### config.mk
export PLATFORM = sky130hd
export DESIGN_NAME = regfile_cc
export DESIGN_NICKNAME = d
export VERILOG_FILES = /design/src/rtl/regfile_cc.sv
export SDC_FILE = /design/constraint.sdc
export NUM_CORES = 1
export LEC_CHECK = 0
export CAP_MARGIN = 30
export CORE_UTILIZATION = 46
export DETAILED_ROUTE_END_ITERATION = 10
export DONT_BUFFER_PORTS = 1
export GPL_ROUTABILITY_DRIVEN = 0
export REMOVE_ABC_BUFFERS = 1
export SLEW_MARGIN = 20
export SYNTH_ARGS = -nofsm -noshare
export SYNTH_HDL_FRONTEND = slang
export SYNTH_SLANG_ARGS = --single-unit
### constraint.sdc
create_clock -name clk -period 4.25 [get_ports clk]
set_input_delay 0.425 -clock clk [delete_from_list [all_inputs] [get_ports clk]]
set_output_delay 0.425 -clock clk [all_outputs]
set_load 0.02 [all_outputs]
### src/rtl/regfile_cc.sv
// rtl/regfile_cc.sv - eight-entry register file with N/Z/P condition codes and branch enable
//
// Ports:
//   clk      in   1   rising-edge clock
//   rst_n    in   1   synchronous active-low reset
//   IR       in  16   instruction: DR/SR1 [11:9], SR1 [8:6], imm flag [5], imm5 [4:0], SR2 [2:0], nzp [11:9]
//   BUS      in  16   write data and condition-code source
//   LD_REG   in   1   write BUS into destination register
//   LD_CC    in   1   load N/Z/P from BUS
//   LD_BEN   in   1   load branch enable
//   DRMUX    in   1   destination: 0 = IR[11:9], 1 = R7
//   SR1MUX   in   1   source 1: 0 = IR[11:9], 1 = IR[8:6]
//   SR1_OUT  out 16   source-1 register contents
//   ALU_B    out 16   SEXT(imm5) when IR[5], else register IR[2:0]
//   SR2_OUT  out 16   register IR[2:0] contents
//   NZP      out  3   condition codes {N,Z,P}
//   BEN      out  1   registered branch enable

module regfile_cc (
    input  logic        clk,
    input  logic        rst_n,
    input  logic [15:0] IR,
    input  logic [15:0] BUS,
    input  logic        LD_REG,
    input  logic        LD_CC,
    input  logic        LD_BEN,
    input  logic        DRMUX,
    input  logic        SR1MUX,
    output logic [15:0] SR1_OUT,
    output logic [15:0] ALU_B,
    output logic [15:0] SR2_OUT,
    output logic [2:0]  NZP,
    output logic        BEN
);

    logic [15:0] regs [0:7];
    logic [2:0]  nzp_q;
    logic        ben_q;
    logic [2:0]  dr;
    logic [2:0]  sr1;
    logic [2:0]  cc_next;

    // Opcode bits are decoded elsewhere; they do not affect this block.
    logic unused_opcode;
    assign unused_opcode = &{1'b0, IR[15:12]};

    assign dr  = DRMUX  ? 3'd7     : IR[11:9];
    assign sr1 = SR1MUX ? IR[8:6]  : IR[11:9];

    // Reads see register state only: a same-cycle write is visible next cycle.
    assign SR1_OUT = regs[sr1];
    assign SR2_OUT = regs[IR[2:0]];
    assign ALU_B   = IR[5] ? {{11{IR[4]}}, IR[4:0]} : regs[IR[2:0]];

    assign NZP = nzp_q;
    assign BEN = ben_q;

    // Exactly one code bit is produced for any BUS value.
    always_comb begin
        cc_next = 3'b001;
        if (BUS[15])
            cc_next = 3'b100;
        else if (BUS == 16'h0000)
            cc_next = 3'b010;
    end

    always_ff @(posedge clk) begin
        if (!rst_n) begin
            for (int i = 0; i < 8; i++)
                regs[i] <= 16'h0000;
            nzp_q <= 3'b010;
            ben_q <= 1'b0;
        end else begin
            if (LD_REG)
                regs[dr] <= BUS;
            if (LD_CC)
                nzp_q <= cc_next;
            // Uses nzp_q before this edge, so a simultaneous LD_CC does not feed through.
            if (LD_BEN)
                ben_q <= |(IR[11:9] & nzp_q);
        end
    end

endmodule
==> flow_summary.ini <==
[layout]
final_util_pct = 53.2
layout.area.seq_um2 = 3920
final_cell_mix = 128 x and2_1, 128 x edfxtp_1, 52 x nand2_1
layout.nets = 537
drive_gt1_share_pct = 26.6
multi_input_area_um2 = 3230
fillers = 1255
syn_to_final_growth_pct = 11.8
diodes = 0

[clocking]
cts_tree = built
post_cts_buffers = 0
cts_max_level = 4
clkSinkCount = 132
clk_latency_ns = 0.41
ctsResizeCount = 0
numCtsBuffers = 17
cts_max_path_buffers = 2
cts-root-buf = clkbuf_16
cts_hold_buffers = 0
cts.clk_slew.worst_paths_ns = 0.06

[routing]
dr_wl_met3_mm = 1.50
postRouteAntennaNets = 0
routed_wl_mm = 19.0
wl_per_cell_um = 26.3
vias = 4286
vias_per_cell = 5.94
firstDrtPassIters = 4
wl_met2_mm = 9.43
top_layer_used = met4
met1_length_mm = 7.84
drt_iter0_markers = 315
drc_errors = 0

[outcome]
status = finished, final reports clean

[synth]
ys_warn_count = 0
synth_seq_cells = 132
synth_edf_count = 128
netlist_instances = 493
synth_area_um2 = 7320
synth.avg_cell_area_um2 = 14.8
ys_seq_area_share_pct = 53.6
synth_ff_type = edfxtp_1
yosysUniqueCellTypes = 38
ys_async_sr_fraction_pct = 0

[critical_path]
endpoint = SR1_OUT[15]
reg2reg_depth = 3
critPathKind = input pin to output port
arrival_ns = 2.14
startpoint = SR1MUX
crit_chain = mux2i_4, buf_4, or2_2, a221oi_1, o21ai_0
cp.depth = 5
worst_setup_path_start_kind = input pin
cp-end-kind = output port
crit_buf_inv = 1
timing.rr.end = BEN
slowest_delay_ns = 0.68
r2r_slack_ns = 3.16
path_max_fanout = 33
crit_family = compound AO/OA/AOI/OAI gates
required_ns = 3.83
r2r-start = NZP[0]
slowest_stage = o21ai_0

[hold_path]
hold_path.class = input pin to flip-flop

[sta]
fin_crit_ns = 2.56
hold_viol = 0
tightest_slew_ns = 0.876
slew_viol_final = 0
worst_slack_ns = 1.69
timing.slew.headroom_pct = 41.4
min_period_over_period_pct = 60.3
hold-worst-slack_ns = 0.0864
final.setup_skew_ns = 0.000419
clock.fmax_mhz = 390
tns_ns = 0
rsz0062_at_grt = no
setup-violations-final = 0

[floorplanning]
initial_core_util_pct = 47.6
ios = 91
core_um2 = 15400
fp-row-count = 45
die-width_um = 128
die_h_um = 128
die_area_um2 = 16400

[place]
dpl.hpwl_mm = 11.5
io_buffers = 0
pre_cts_slack_ns = 1.67

[grt]
grt_antenna_before_repair = 0
grt_pass1_wl_mm = 27.6
grt_max_degree = 34
grt-ovfl-total = 0
grt_pass1_vias = 4375
track_usage_pct = 24.4

[power]
ir_drop_mv = 0.190
p_per_area_nw_per_um2 = 414
p_leak_nw = 2.90

[run]
max-cap-violations = 0
stage by stage:
stage,std cells,total power [mW],area [um2]
CTS,721,3.40,8170
global placement,687,2.00,7550
floorplan,458,1.91,7110
global route,722,3.49,8180
finish,722,3.39,8180
detailed placement,689,2.01,7600
power breakdown:
| group | switching (mW) | leakage [nW] | total [mW] | internal [mW] |
|---|---|---|---|---|
| Combinational | 0.241 | 1.38 | 0.434 | 0.193 |
| Clock | 0.550 | 0.263 | 1.40 | 0.854 |
| Sequential | 0.0443 | 1.26 | 1.55 | 1.51 |
cell type report:
class | count | area share [%]
flip-flops and latches | 132 | 48.0
multi-input cells | 325 | 39.5
clock buffers | 17 | 5.20
well taps | 211 | 3.23
repair buffers | 21 | 2.35
clock inverters | 15 | 1.71
inverters | 1 | 0.0459
kinds of logic (layout without fill, tap and decap cells):
kind of cell	count (synthesis)	count (layout)	share of synthesized area, %
buffers and inverters	36	54	2.92
AND/OR/NAND/NOR	206	206	15.6
AO/OA/AOI/OAI	20	20	1.74
multiplexers	99	99	26.1
flip-flops	132	132	53.6
per-layer routing:
metal	up-vias	GRT usage, %
met3	14	7.60
li1	1904	-
met1	2170	30.8
met4	0	6.02
met5	-	0
met2	198	40.9
flip-flops by register name, indices dropped and copies added (netlist names):
register	flops
BEN	1
NZP	3
regs	128
worst min-delay path by stage:
stage                     startpoint      to  slack [ns]  cells past startpoint
after CTS                      rst_n  NZP[1]        0.08                      1
after detailed placement       rst_n  NZP[1]        0.50                      1
after global placement         rst_n  NZP[1]        0.49                      1
final                          rst_n  NZP[1]        0.09                      1
after global routing           rst_n  NZP[1]        0.08                      1
after floorplan                rst_n  NZP[1]        0.49                      1
synth_stat cells, types with 3 or more instances:
cell type,count,area share [%]
clkbuf_4,3,0.31
mux2i_1,3,0.41
nand2b_1,6,0.51
clkbuf_1,14,0.72
nor4_1,4,0.34
mux2_2,32,4.9
edfxtp_1,128,53
mux4_1,20,7.2
nor2_1,8,0.41
buf_2,6,0.41
mux4_2,43,13
o21ai_0,10,0.68
dfxtp_1,4,1.1
buf_6,5,0.77
and2_1,128,11
buf_4,6,0.62
nand2_1,52,2.7
(Power assumes the default switching activity.)
